## src/rtl/multicycle_control_if.sv

```systemverilog
// rtl/multicycle_control_if.sv - ALU op codes and control/datapath bundle for the multicycle controller
//
// multicycle_control_pkg : ALU operation codes shared by the controller, datapath and bench.
// multicycle_control_if  : instruction fields and flags from the datapath (i*), control
//                          strobes and selects back to it (o*).
//   master modport : datapath side (drives i*, receives o*)
//   slave modport  : controller side (receives i*, drives o*)

package multicycle_control_pkg;
  localparam logic [3:0] ALU_AND = 4'd0;
  localparam logic [3:0] ALU_OR  = 4'd1;
  localparam logic [3:0] ALU_ADD = 4'd2;
  localparam logic [3:0] ALU_SUB = 4'd6;
  localparam logic [3:0] ALU_SLT = 4'd7;
  localparam logic [3:0] ALU_FWD = 4'd8;
endpackage

interface multicycle_control_if;
  logic [6:0] iOpcode;
  logic [2:0] iFunct3;
  logic [6:0] iFunct7;
  logic       iZero;
  logic       iMemReady;
  logic [3:0] oState;
  logic [3:0] oALUControl;
  logic [1:0] oALUSrcA;
  logic [1:0] oALUSrcB;
  logic       oPCSource;
  logic [1:0] oMemtoReg;
  logic       oIorD;
  logic       oPCWrite;
  logic       oIRWrite;
  logic       oMemRead;
  logic       oMemWrite;
  logic       oRegWrite;
  logic       oHalt;

  modport master (
    output iOpcode, iFunct3, iFunct7, iZero, iMemReady,
    input  oState, oALUControl, oALUSrcA, oALUSrcB, oPCSource, oMemtoReg,
           oIorD, oPCWrite, oIRWrite, oMemRead, oMemWrite, oRegWrite, oHalt
  );

  modport slave (
    input  iOpcode, iFunct3, iFunct7, iZero, iMemReady,
    output oState, oALUControl, oALUSrcA, oALUSrcB, oPCSource, oMemtoReg,
           oIorD, oPCWrite, oIRWrite, oMemRead, oMemWrite, oRegWrite, oHalt
  );
endinterface

```

## src/rtl/multicycle_control.sv

```systemverilog
// rtl/multicycle_control.sv - multicycle RISC-V subset control FSM
//
// Ports:
//   iCLK  : clock, all state changes on rising edge
//   iRSTn : asynchronous active-low reset, forces FETCH and silences all strobes
//   bus   : multicycle_control_if.slave - instruction fields, ALU zero, memory ready in;
//           state code, ALU op, mux selects, write/read enables and halt out

module multicycle_control
  import multicycle_control_pkg::*;
(
  input  logic                  iCLK,
  input  logic                  iRSTn,
  multicycle_control_if.slave   bus
);

  localparam logic [3:0] S_FETCH     = 4'd0;
  localparam logic [3:0] S_DECODE    = 4'd1;
  localparam logic [3:0] S_MEM_ADDR  = 4'd2;
  localparam logic [3:0] S_MEM_READ  = 4'd3;
  localparam logic [3:0] S_WB_MEM    = 4'd4;
  localparam logic [3:0] S_MEM_WRITE = 4'd5;
  localparam logic [3:0] S_EXEC_R    = 4'd6;
  localparam logic [3:0] S_EXEC_I    = 4'd7;
  localparam logic [3:0] S_WB_ALU    = 4'd8;
  localparam logic [3:0] S_BRANCH    = 4'd9;
  localparam logic [3:0] S_JAL       = 4'd10;
  localparam logic [3:0] S_LUI       = 4'd11;
  localparam logic [3:0] S_TRAP      = 4'd15;

  localparam logic [6:0] OP_R      = 7'b0110011;
  localparam logic [6:0] OP_I      = 7'b0010011;
  localparam logic [6:0] OP_LOAD   = 7'b0000011;
  localparam logic [6:0] OP_STORE  = 7'b0100011;
  localparam logic [6:0] OP_BRANCH = 7'b1100011;
  localparam logic [6:0] OP_JAL    = 7'b1101111;
  localparam logic [6:0] OP_LUI    = 7'b0110111;

  logic [3:0] state_q, state_d;
  // The instruction fields are only valid while decoding, so the ALU op for the
  // execute states and the beq/bne polarity are captured then.
  logic [3:0] alu_op_q, alu_op_d;
  logic       bne_q, bne_d;

  logic [3:0] dec_state;
  logic [3:0] dec_alu;
  logic       dec_bne;

  always_comb begin
    dec_state = S_TRAP;
    dec_alu   = ALU_ADD;
    dec_bne   = 1'b0;
    case (bus.iOpcode)
      OP_R: begin
        dec_state = S_EXEC_R;
        case ({bus.iFunct3, bus.iFunct7})
          {3'b000, 7'b0000000}: dec_alu = ALU_ADD;
          {3'b000, 7'b0100000}: dec_alu = ALU_SUB;
          {3'b111, 7'b0000000}: dec_alu = ALU_AND;
          {3'b110, 7'b0000000}: dec_alu = ALU_OR;
          {3'b010, 7'b0000000}: dec_alu = ALU_SLT;
          default:              dec_state = S_TRAP;
        endcase
      end
      OP_I: begin
        dec_state = S_EXEC_I;
        case (bus.iFunct3)
          3'b000:  dec_alu = ALU_ADD;
          3'b111:  dec_alu = ALU_AND;
          3'b110:  dec_alu = ALU_OR;
          3'b010:  dec_alu = ALU_SLT;
          default: dec_state = S_TRAP;
        endcase
      end
      OP_LOAD, OP_STORE: begin
        dec_state = (bus.iFunct3 == 3'b010) ? S_MEM_ADDR : S_TRAP;
      end
      OP_BRANCH: begin
        if (bus.iFunct3 == 3'b000) begin
          dec_state = S_BRANCH;
        end else if (bus.iFunct3 == 3'b001) begin
          dec_state = S_BRANCH;
          dec_bne   = 1'b1;
        end
      end
      OP_JAL:  dec_state = S_JAL;
      OP_LUI:  dec_state = S_LUI;
      default: dec_state = S_TRAP;
    endcase
  end

  always_comb begin
    state_d  = state_q;
    alu_op_d = alu_op_q;
    bne_d    = bne_q;
    case (state_q)
      S_FETCH:     if (bus.iMemReady) state_d = S_DECODE;
      S_DECODE: begin
        state_d  = dec_state;
        alu_op_d = dec_alu;
        bne_d    = dec_bne;
      end
      // Opcode is looked at again here; anything that is neither load nor store
      // cannot legally reach this state, so it is treated as a trap.
      S_MEM_ADDR: begin
        if (bus.iOpcode == OP_LOAD)       state_d = S_MEM_READ;
        else if (bus.iOpcode == OP_STORE) state_d = S_MEM_WRITE;
        else                              state_d = S_TRAP;
      end
      S_MEM_READ:  if (bus.iMemReady) state_d = S_WB_MEM;
      S_MEM_WRITE: if (bus.iMemReady) state_d = S_FETCH;
      S_EXEC_R, S_EXEC_I, S_LUI: state_d = S_WB_ALU;
      S_WB_MEM, S_WB_ALU, S_BRANCH, S_JAL: state_d = S_FETCH;
      S_TRAP:      state_d = S_TRAP;
      default:     state_d = S_TRAP;
    endcase
  end

  always_ff @(posedge iCLK or negedge iRSTn) begin
    if (!iRSTn) begin
      state_q  <= S_FETCH;
      alu_op_q <= ALU_ADD;
      bne_q    <= 1'b0;
    end else begin
      state_q  <= state_d;
      alu_op_q <= alu_op_d;
      bne_q    <= bne_d;
    end
  end

  logic [3:0] alu_c;
  logic [1:0] src_a_c, src_b_c, m2r_c;
  logic       pcsrc_c, iord_c, pcw_c, irw_c, mr_c, mw_c, rw_c, halt_c;

  always_comb begin
    alu_c   = ALU_ADD;
    src_a_c = 2'd0;
    src_b_c = 2'd0;
    m2r_c   = 2'd0;
    pcsrc_c = 1'b0;
    iord_c  = 1'b0;
    pcw_c   = 1'b0;
    irw_c   = 1'b0;
    mr_c    = 1'b0;
    mw_c    = 1'b0;
    rw_c    = 1'b0;
    halt_c  = 1'b0;
    case (state_q)
      S_FETCH: begin
        mr_c    = 1'b1;
        src_b_c = 2'd1;
        irw_c   = bus.iMemReady;
        pcw_c   = bus.iMemReady;
      end
      S_DECODE: begin
        src_a_c = 2'd1;
        src_b_c = 2'd2;
      end
      S_MEM_ADDR: begin
        src_a_c = 2'd2;
        src_b_c = 2'd2;
      end
      S_MEM_READ: begin
        mr_c   = 1'b1;
        iord_c = 1'b1;
      end
      S_WB_MEM: begin
        rw_c  = 1'b1;
        m2r_c = 2'd1;
      end
      S_MEM_WRITE: begin
        mw_c   = 1'b1;
        iord_c = 1'b1;
      end
      S_EXEC_R: begin
        src_a_c = 2'd2;
        alu_c   = alu_op_q;
      end
      S_EXEC_I: begin
        src_a_c = 2'd2;
        src_b_c = 2'd2;
        alu_c   = alu_op_q;
      end
      S_LUI: begin
        src_b_c = 2'd2;
        alu_c   = ALU_FWD;
      end
      S_WB_ALU: rw_c = 1'b1;
      S_BRANCH: begin
        src_a_c = 2'd2;
        alu_c   = ALU_SUB;
        pcsrc_c = 1'b1;
        pcw_c   = bne_q ? ~bus.iZero : bus.iZero;
      end
      S_JAL: begin
        rw_c    = 1'b1;
        m2r_c   = 2'd2;
        pcw_c   = 1'b1;
        pcsrc_c = 1'b1;
      end
      default: halt_c = 1'b1;
    endcase
  end

  // While reset is held the state register already reads FETCH, but FETCH
  // asserts a read; everything is gated here so the bus stays quiet in reset.
  always_comb begin
    bus.oState      = iRSTn ? state_q : S_FETCH;
    bus.oALUControl = iRSTn ? alu_c   : ALU_ADD;
    bus.oALUSrcA    = iRSTn ? src_a_c : 2'd0;
    bus.oALUSrcB    = iRSTn ? src_b_c : 2'd0;
    bus.oPCSource   = iRSTn & pcsrc_c;
    bus.oMemtoReg   = iRSTn ? m2r_c   : 2'd0;
    bus.oIorD       = iRSTn & iord_c;
    bus.oPCWrite    = iRSTn & pcw_c;
    bus.oIRWrite    = iRSTn & irw_c;
    bus.oMemRead    = iRSTn & mr_c;
    bus.oMemWrite   = iRSTn & mw_c;
    bus.oRegWrite   = iRSTn & rw_c;
    bus.oHalt       = iRSTn & halt_c;
  end

endmodule

```

## src/flat_wrapper.sv

```systemverilog
// flat-port wrapper written by rule: the top's interface ports become plain ports
module multicycle_control_flat import multicycle_control_pkg::*;
  (iCLK, iRSTn, bus_iOpcode, bus_iFunct3, bus_iFunct7, bus_iZero, bus_iMemReady, bus_oState, bus_oALUControl, bus_oALUSrcA, bus_oALUSrcB, bus_oPCSource, bus_oMemtoReg, bus_oIorD, bus_oPCWrite, bus_oIRWrite, bus_oMemRead, bus_oMemWrite, bus_oRegWrite, bus_oHalt);
  multicycle_control_if bus_i ();
  input  logic iCLK;
  input  logic iRSTn;
  input wire logic [$bits(bus_i.iOpcode)-1:0] bus_iOpcode;
  input wire logic [$bits(bus_i.iFunct3)-1:0] bus_iFunct3;
  input wire logic [$bits(bus_i.iFunct7)-1:0] bus_iFunct7;
  input wire logic [$bits(bus_i.iZero)-1:0] bus_iZero;
  input wire logic [$bits(bus_i.iMemReady)-1:0] bus_iMemReady;
  output wire logic [$bits(bus_i.oState)-1:0] bus_oState;
  output wire logic [$bits(bus_i.oALUControl)-1:0] bus_oALUControl;
  output wire logic [$bits(bus_i.oALUSrcA)-1:0] bus_oALUSrcA;
  output wire logic [$bits(bus_i.oALUSrcB)-1:0] bus_oALUSrcB;
  output wire logic [$bits(bus_i.oPCSource)-1:0] bus_oPCSource;
  output wire logic [$bits(bus_i.oMemtoReg)-1:0] bus_oMemtoReg;
  output wire logic [$bits(bus_i.oIorD)-1:0] bus_oIorD;
  output wire logic [$bits(bus_i.oPCWrite)-1:0] bus_oPCWrite;
  output wire logic [$bits(bus_i.oIRWrite)-1:0] bus_oIRWrite;
  output wire logic [$bits(bus_i.oMemRead)-1:0] bus_oMemRead;
  output wire logic [$bits(bus_i.oMemWrite)-1:0] bus_oMemWrite;
  output wire logic [$bits(bus_i.oRegWrite)-1:0] bus_oRegWrite;
  output wire logic [$bits(bus_i.oHalt)-1:0] bus_oHalt;
  assign bus_i.iOpcode = bus_iOpcode;
  assign bus_i.iFunct3 = bus_iFunct3;
  assign bus_i.iFunct7 = bus_iFunct7;
  assign bus_i.iZero = bus_iZero;
  assign bus_i.iMemReady = bus_iMemReady;
  assign bus_oState = bus_i.oState;
  assign bus_oALUControl = bus_i.oALUControl;
  assign bus_oALUSrcA = bus_i.oALUSrcA;
  assign bus_oALUSrcB = bus_i.oALUSrcB;
  assign bus_oPCSource = bus_i.oPCSource;
  assign bus_oMemtoReg = bus_i.oMemtoReg;
  assign bus_oIorD = bus_i.oIorD;
  assign bus_oPCWrite = bus_i.oPCWrite;
  assign bus_oIRWrite = bus_i.oIRWrite;
  assign bus_oMemRead = bus_i.oMemRead;
  assign bus_oMemWrite = bus_i.oMemWrite;
  assign bus_oRegWrite = bus_i.oRegWrite;
  assign bus_oHalt = bus_i.oHalt;
  multicycle_control u_core (.iCLK(iCLK), .iRSTn(iRSTn), .bus(bus_i));
endmodule
```

## config.mk

```make
export PLATFORM = sky130hd
export DESIGN_NAME = multicycle_control_flat
export DESIGN_NICKNAME = d
export VERILOG_FILES = /design/src/rtl/multicycle_control_if.sv /design/src/rtl/multicycle_control.sv /design/src/flat_wrapper.sv
export SDC_FILE = /design/constraint.sdc
export NUM_CORES = 1
export LEC_CHECK = 0
export ABC_AREA = 1
export BUFFER_PORTS_ARGS = -buffer_cell sky130_fd_sc_hd__buf_2
export CAP_MARGIN = 20
export CORE_UTILIZATION = 43
export DETAILED_ROUTE_END_ITERATION = 10
export PLACE_DENSITY = 0.8
export SKIP_LAST_GASP = 1
export SLEW_MARGIN = 10
export SYNTH_ARGS = -nofsm -noshare
export SYNTH_HDL_FRONTEND = slang
export SYNTH_SLANG_ARGS = --single-unit
```

## constraint.sdc

```tcl
create_clock -name iCLK -period 1.3 [get_ports iCLK]
set_input_delay 0.13 -clock iCLK [delete_from_list [all_inputs] [get_ports iCLK]]
set_output_delay 0.13 -clock iCLK [all_outputs]
set_load 0.1 [all_outputs]
```

==> flow_metrics.py, run 1 <==
metrics = {
    "die": {
        "floorplan.initialDensity": 0.462,
        "fp.dieW_um": 51.0,
        "boundaryPins": 43,
        "std_cell_rows": 17,
        "die_height_um": 51.0,
    },
    "synthesis": {
        "post_synth_num_cell_types": 28,
        "nets_in_the_synthesized_netlist": 202,
        "yosys_warnings": 0,
        "largest_family_of_logic_cells_by_synthesized_area": "simple AND/OR/NAND/NOR gates",
        "post_synth_main_area_contributors": "nand2_1 (18%), dfrtp_1 (17%), nor2_1 (11%)",
        "synth_compound_area_frac": 0.160,
        "synth.yosys.seq_area_share": 0.195,
        "yosysTopAreaCellShare": 0.182,
        "postSynthCellCount": 181,
        "post_synth_and_or_nand_nor_area_fraction": 0.519,
        "synth-xor-area-share": 0.00850,
        "synth_top_area_cell": "nand2_1",
        "synth_seq_cells": 8,
        "syn_area_um2": 1030,
        "synth_fa_ha_area_frac": 0,
        "average_footprint_of_a_synthesized_cell_um2": 5.70,
        "synth.mux.area_fraction": 0,
    },
    "outcome": {
        "failing_step": "4_1_cts",
        "run_status": "stopped before the end",
        "stop_error": "[ERROR DPL-0038] Utilization greater than 100%, impossible to legalize",
    },
    "clocking": {
        "tritoncts_num_sinks": 8,
        "inserted_clock_buffers": 3,
        "cts_post_setup_buffers_inserted": 15,
        "hold_bufs_inserted_after_cts": 1,
        "clockRootBuffer": "clkbuf_4",
        "ctsHtreeMaxLevel": 1,
        "number_of_buffers_on_the_longest_clock_path": 2,
        "post_cts_resize_count": 40,
    },
    "place": {
        "place.port_buffers": 42,
        "place_congestion": 0.948,
        "detailed_place_hpwl_um": 4060,
    },
}
==> per-stage QoR <==
stage	util	TNS (ns)	setup slack, ns	cell area (um^2)	std cells
after detailed placement	0.947	-3.57	-0.371	2110	285
after global placement	0.947	-1.90	-0.256	2110	285
after floorplan	-	-5.26	-0.662	1250	181
==> cells in the mapped netlist <==
master / instances
nand2_2: 2
dfstp_2: 1
buf_1: 1
nor2_2: 5
inv_2: 8
a21oi_2: 1
nand3b_1: 3
o21ai_0: 6
nand2_1: 50
nand3_1: 5
inv_1: 22
a21oi_1: 12
nor2_1: 31
nor3_1: 9
nor2_4: 3
xnor2_1: 1
nor3_4: 1
clkinv_1: 1
a31o_2: 1
dfrtp_1: 7
a21boi_1: 1
o21ai_2: 1
nor2_8: 1
a31oi_1: 1
o2111ai_1: 1
nand4_1: 4
o221ai_2: 1
a2111o_1: 1
==> logic make-up after synthesis <==
group | after synthesis
xor+xnor | 1
buf+inv | 32
flops | 8
compound gates | 26
simple gates | 114
==> run 2: changes to the inputs <==
--- a/config.mk
+++ b/config.mk
@@ -8,9 +8,9 @@
 export ABC_AREA = 1
 export BUFFER_PORTS_ARGS = -buffer_cell sky130_fd_sc_hd__buf_2
 export CAP_MARGIN = 20
-export CORE_UTILIZATION = 43
+export CORE_UTILIZATION = 28
 export DETAILED_ROUTE_END_ITERATION = 10
-export PLACE_DENSITY = 0.8
+export PLACE_DENSITY_LB_ADDON = 0.15
 export SKIP_LAST_GASP = 1
 export SLEW_MARGIN = 10
 export SYNTH_ARGS = -nofsm -noshare
==> constraint.sdc (replaced) <==
create_clock -name iCLK -period 1.7 [get_ports iCLK]
set_input_delay 0.17 -clock iCLK [delete_from_list [all_inputs] [get_ports iCLK]]
set_output_delay 0.17 -clock iCLK [all_outputs]
set_load 0.1 [all_outputs]
==> flow_metrics.py, run 2 <==
metrics = {
    "outcome": {
        "run_status": "finished, violations left",
        "failed_checks": "negative setup slack",
    },
    "synthesis": {
        "postSynthCellCount": 181,
        "post_synth_main_area_contributors": "nand2_1 (18%), dfrtp_1 (17%), nor2_1 (11%)",
        "syn_area_um2": 1030,
        "synth_compound_area_frac": 0.160,
        "synth_top_cells_by_count": "nand2_1 (50), nor2_1 (31), inv_1 (22)",
        "yosysTopAreaCellShare": 0.182,
        "synth_fa_ha_area_frac": 0,
        "yosys_warnings": 0,
        "largest_family_of_logic_cells_by_synthesized_area": "simple AND/OR/NAND/NOR gates",
        "synth_most_common_cell": "nand2_1",
        "synth_seq_cells": 8,
        "asyncSetResetFlopFracSynth": 1.00,
        "post_synth_and_or_nand_nor_area_fraction": 0.519,
        "average_footprint_of_a_synthesized_cell_um2": 5.70,
        "post_synth_num_cell_types": 28,
        "synth-xor-area-share": 0.00850,
        "synth_top_area_cell": "nand2_1",
        "nets_in_the_synthesized_netlist": 202,
        "synth.yosys.seq_area_share": 0.195,
        "synth_edf_count": 0,
        "synth_top_flop_cell": "dfrtp_1",
        "synth.mux.area_fraction": 0,
    },
    "clocking": {
        "clk-insertion-delay-late_ns": 0.23,
        "tritoncts_num_sinks": 8,
        "clkTransAtPathRegs_ns": 0.04,
        "tritoncts": "done",
        "number_of_buffers_on_the_longest_clock_path": 2,
        "ctsHtreeMaxLevel": 1,
        "clockRootBuffer": "clkbuf_8",
        "inserted_clock_buffers": 3,
    },
    "worst_setup_path": {
        "worst-path-buf-inv": 4,
        "worst_setup_path_end_kind": "output port",
        "timing.reg2reg.setup_slack_ns": 0.05,
        "timing.critical_path.slowest_stage_cell": "dfrtp_2",
        "critical_path_peak_fanout": 4,
        "cp_slowest_stage_delay_ns": 0.46,
        "path_delay_family": "flip-flops",
        "regToRegStartpoint": "u_core.state_q[1]",
        "worstSetupStartpointType": "flip-flop",
        "cp_cell_sequence": "nor2_4 -> inv_4 -> nor2_4 -> inv_4 -> o221ai_2 -> nand2_1 -> clkinvlp_4 -> buf_12",
        "required_time_reported_for_the_critical_path_endpoint_ns": 1.53,
        "arrival_ns": 1.64,
        "worstSetupPathType": "flip-flop to output port",
        "worstSetupStartpoint": "u_core.state_q[2]",
    },
    "place": {
        "place.port_buffers": 42,
        "detailed_place.area_um2": 1740,
        "place_congestion": 0.877,
        "detailed_place_hpwl_um": 2770,
        "pre_cts_ws_ns": 0.0314,
    },
    "pwr": {
        "power_frac_seq": 0.323,
        "power.share.clock": 0.410,
        "intPower_mw": 0.399,
        "switching_share": 0.327,
        "vdd.ir_drop.worst_v": 0.000265,
        "pwr-share-comb": 0.267,
        "total_power_mw": 0.592,
        "power.leakage_nw": 0.937,
        "power.net_switching_mw": 0.194,
        "power.density_nw_per_um2": 293,
    },
    "layout": {
        "largest_register_ff_count": 4,
        "top_regs": "u_core.state_q x4, u_core.alu_op_q x3, u_core.bne_q x1",
        "final.fill_count": 311,
        "post_route_cells_drive_above_1_share": 0.486,
        "mostFrequentLayoutCell": "nand2_1",
        "area_growth_pct": 96.2,
        "antennaDiodeCount": 0,
        "final_cell_area_um2": 2020,
        "max_flop_register": "u_core.state_q",
        "commonest_non_fill_non_tap_cells_in_the_layout": "nand2_1 (49), nor2_1 (24), buf_2 (24)",
        "finish.net_count": 275,
    },
    "global_routing": {
        "globalRouteTotalUtil": 0.187,
        "total_overflow_reported_by_the_global_router": 0,
        "grt_first_pass_wirelength_um": 5840,
        "grt_pass1_vias": 1338,
        "grt_max_degree": 14,
        "antenna_found_initial": 0,
    },
    "routing": {
        "routed_via_density": 4.77,
        "drc": 0,
        "routed_wl_um": 3710,
        "vias_post_dr": 1425,
        "drt_pass1_iterations": 4,
        "antenna_violating_nets_post_route": 0,
        "detailedRoute.firstIterationViolations": 59,
        "route.detailed.wl_per_inst_um": 12.4,
    },
    "timing": {
        "timing.final.hold_violations": 0,
        "max_freq_mhz": 552,
        "report.final.setup_viol": 8,
        "final-max-slew-violation-count": 0,
        "finalClockSkew_ns": 0.00367,
        "worst_slew_pin_tran_ns": 0.484,
        "setup_repair_after_global_routing_missed_its_margin": "true",
        "tns_ns": -0.531,
        "finalCriticalPeriod_ns": 1.81,
        "worst_slack_ns": -0.110,
        "final_min_period_over_clock_period": 1.06,
        "relSlewSlack": 0.679,
    },
    "min_path": {
        "worstHoldPathType": "input pin to flip-flop",
        "timing.hold.worst.start": "bus_iMemReady",
    },
    "die": {
        "boundaryPins": 43,
        "fp.dieW_um": 62.7,
        "floorplan.initialDensity": 0.300,
        "std_cell_rows": 21,
        "die-area_um2": 3930,
        "placeableCoreArea_um2": 3440,
        "die_height_um": 62.7,
    },
    "run": {
        "maxCapViolCount": 0,
    },
}
## run 2: kinds of logic (layout without fill, tap and decap cells)
kind of cell           Yosys count  count (layout)
AND/OR/NAND/NOR                114             114
XOR/XNOR                         1               1
buffers and inverters           32             104
flip-flops                       8               8
AO/OA/AOI/OAI                   26              26
## run 2: power groups by stage
stage / Clock, mW / Combinational, mW / Sequential [mW]
5_1_grt: 0.258 / 0.172 / 0.191
4_1_cts: 0.238 / 0.157 / 0.191
6_report: 0.243 / 0.158 / 0.191
3_3_place_gp: 0 / 0.155 / 0.194
3_5_place_dp: 0 / 0.155 / 0.194
2_1_floorplan: 0 / 0.0972 / 0.194
## run 2: path summary, 6_finish.rpt
check,endpoint,cells after the start
max in group asynchronous,u_core.alu_op_q[1],3
min in group asynchronous,u_core.state_q[3],3
setup reg to reg,u_core.state_q[0],8
setup / recovery,bus_oPCWrite,8
hold reg to reg,u_core.alu_op_q[1],2
hold / removal,u_core.state_q[1],2
## run 2: what timing repair did
item                                   CTS  global route
hold buffers                             1             0
setup endpoints to repair               10            13
resized for setup                       17            15
pin swaps                                7            10
cloned                                   0             0
setup buffers                            8             7
endpoints found under the hold margin    7             0
## run 2: layer usage
metal | vias to the layer above | track usage | wire [um]
met5 | - | 0 | 0
met4 | 0 | 0.0262 | 61
met3 | 6 | 0.0493 | 158
met2 | 43 | 0.338 | 1910
met1 | 650 | 0.223 | 1580
li1 | 726 | - | -
## run 2: final cells by class
| type | instances | area, um^2 | share of cell area |
|---|---|---|---|
| Clock buffer | 4 | 45.0 | 0.0223 |
| Inverter | 31 | 135 | 0.0668 |
| Multi-Input combinational cell | 141 | 866 | 0.428 |
| Sequential cell | 8 | 206 | 0.102 |
| Tap cell | 46 | 57.6 | 0.0284 |
| Timing Repair Buffer | 69 | 713 | 0.353 |
## run 2: through the flow
stage	utilization	std cells	hold WS (ns)
after floorplan	-	181	-0.126
after global placement	0.506	279	0.209
after detailed placement	0.506	279	0.196
after CTS	0.556	292	0.237
after global routing	0.588	299	0.268
final	0.588	299	0.230
(Power assumes the default switching activity.)
==> run 3: changes to the inputs <==
==> constraint.sdc (replaced) <==
create_clock -name iCLK -period 2.1 [get_ports iCLK]
set_input_delay 0.21 -clock iCLK [delete_from_list [all_inputs] [get_ports iCLK]]
set_output_delay 0.21 -clock iCLK [all_outputs]
set_load 0.1 [all_outputs]
==> flow_metrics.py, run 3 (synthesis gave the netlist of run 2 again) <==
metrics = {
    "layout": {
        "final_cell_area_um2": 1470,
        "commonest_non_fill_non_tap_cells_in_the_layout": "nand2_1 (50), buf_2 (38), nor2_1 (26)",
        "top_regs": "u_core.state_q x4, u_core.alu_op_q x3, u_core.bne_q x1",
        "final_cell_count_no_fill": 274,
        "antennaDiodeCount": 0,
        "area_growth_pct": 43.0,
        "mostFrequentLayoutCell": "nand2_1",
        "post_route_cells_drive_above_1_share": 0.382,
        "final.fill_count": 386,
        "largest_register_ff_count": 4,
        "max_flop_register": "u_core.state_q",
        "finish.net_count": 250,
    },
    "place": {
        "place_congestion": 0.870,
        "detailed_place_hpwl_um": 2410,
        "detailed_place.area_um2": 1400,
        "dpl.cell_count": 269,
        "place.port_buffers": 42,
    },
    "routing": {
        "routed_via_density": 4.60,
        "drt_pass1_iterations": 4,
        "vias_post_dr": 1260,
        "route.detailed.wl_per_inst_um": 10.2,
        "antenna_violating_nets_post_route": 0,
        "detailedRoute.firstIterationViolations": 39,
        "routed_wl_um": 2800,
        "drc": 0,
    },
    "global_routing": {
        "grt_first_pass_wirelength_um": 5040,
        "total_overflow_reported_by_the_global_router": 0,
        "grt_pass1_vias": 1151,
        "antenna_found_initial": 0,
        "grt_max_degree": 15,
        "globalRouteTotalUtil": 0.155,
    },
    "pwr": {
        "power.density_nw_per_um2": 312,
        "vdd.ir_drop.worst_v": 0.000158,
        "power.leakage_nw": 0.742,
    },
    "clocking": {
        "clk-insertion-delay-late_ns": 0.22,
        "number_of_buffers_on_the_longest_clock_path": 2,
        "tritoncts_num_sinks": 8,
        "ctsHtreeMaxLevel": 1,
        "clockRootBuffer": "clkbuf_8",
        "inserted_clock_buffers": 3,
        "clkTransAtPathRegs_ns": 0.04,
        "tritoncts": "done",
    },
    "timing": {
        "setup_repair_after_global_routing_missed_its_margin": "true",
        "worst_slew_pin_tran_ns": 0.671,
        "timing.final.hold_violations": 0,
        "max_freq_mhz": 499,
        "finalClockSkew_ns": 0.00190,
        "hold_slack_ns": 0.0768,
        "report.final.setup_viol": 0,
        "final_min_period_over_clock_period": 0.954,
        "tns_ns": 0,
        "final-max-slew-violation-count": 0,
        "finalCriticalPeriod_ns": 2.00,
        "relSlewSlack": 0.552,
    },
    "die": {
        "boundaryPins": 43,
        "floorplan.initialDensity": 0.300,
        "die_height_um": 62.7,
        "std_cell_rows": 21,
        "fp.dieW_um": 62.7,
        "placeableCoreArea_um2": 3440,
        "die-area_um2": 3930,
    },
    "worst_setup_path": {
        "worstSetupPathType": "flip-flop to output port",
        "critical_path_peak_fanout": 6,
        "required_time_reported_for_the_critical_path_endpoint_ns": 1.89,
        "cp_cell_sequence": "inv_1 -> nor2_2 -> inv_2 -> nor2_4 -> a21oi_1 -> a2111o_1 -> buf_2",
        "worst_setup_path_end_kind": "output port",
        "arrival_ns": 1.79,
        "cp_slowest_stage_delay_ns": 0.50,
        "worstSetupStartpointType": "flip-flop",
        "timing.critical_path.slowest_stage_cell": "dfrtp_1",
    },
    "min_path": {
        "worstHoldPathType": "input pin to asynchronous set/reset pin",
    },
    "outcome": {
        "run_status": "completed",
    },
    "run": {
        "maxCapViolCount": 0,
    },
}
-- run 3: timing repair --
action | CTS | global route
buffers inserted | 0 | 0
resized for setup | 0 | 6
setup endpoints to repair | 0 | 8
hold buffers | 1 | 0
endpoints found under the hold margin | 7 | 0
-- run 3: critical path: cells and delay by family (launching register included) --
| kind | cells | cell delay [ns] |
|---|---|---|
| simple gates | 2 | 0.25 |
| flops | 1 | 0.50 |
| buf+inv | 3 | 0.45 |
| compound gates | 2 | 0.36 |
-- run 3: final timing paths --
check / start / end / slack, ns / cells after the start
max: u_core.state_q[2] / bus_oALUControl[1] / 0.1 / 7
min: iRSTn / u_core.alu_op_q[1] / 0.08 / 2
max reg2reg: u_core.state_q[1] / u_core.state_q[0] / 0.55 / 8
min reg2reg: u_core.alu_op_q[1] / u_core.alu_op_q[1] / 0.47 / 2
max in group asynchronous: iRSTn / u_core.state_q[3] / 1.24 / 3
min in group iCLK: bus_iMemReady / u_core.state_q[1] / 0.28 / 2
-- run 3: report_power, final --
part	switching [mW]	internal (mW)	total, mW
combinational	0.0869	0.0312	0.118
clock	0.0552	0.131	0.186
sequential	0.0000201	0.155	0.155
-- run 3: final cells by class --
cell class                 instances  area [um^2]  area share
clock buffer                       4         45.0      0.0306
sequential                         8          204       0.138
tap                               46         57.6      0.0390
multi-input combinational        141          788       0.535
inverter                          31          116      0.0789
timing repair buffer              44          263       0.178
-- run 3: routing by layer --
| metal | track usage | routed length (um) |
|---|---|---|
| met1 | 0.191 | 1300 |
| met3 | 0.0146 | 124 |
| met5 | 0 | 0 |
| met2 | 0.287 | 1350 |
| met4 | 0.0349 | 25 |
-- run 3: through the flow --
step	setup WS [ns]	utilization	power, mW
6_report	0.0966	0.428	0.459
5_1_grt	-0.0107	0.428	0.489
4_1_cts	0.0557	0.423	0.465
3_5_place_dp	0.294	0.407	0.274
3_3_place_gp	0.301	0.407	0.275
2_1_floorplan	-0.527	-	0.234
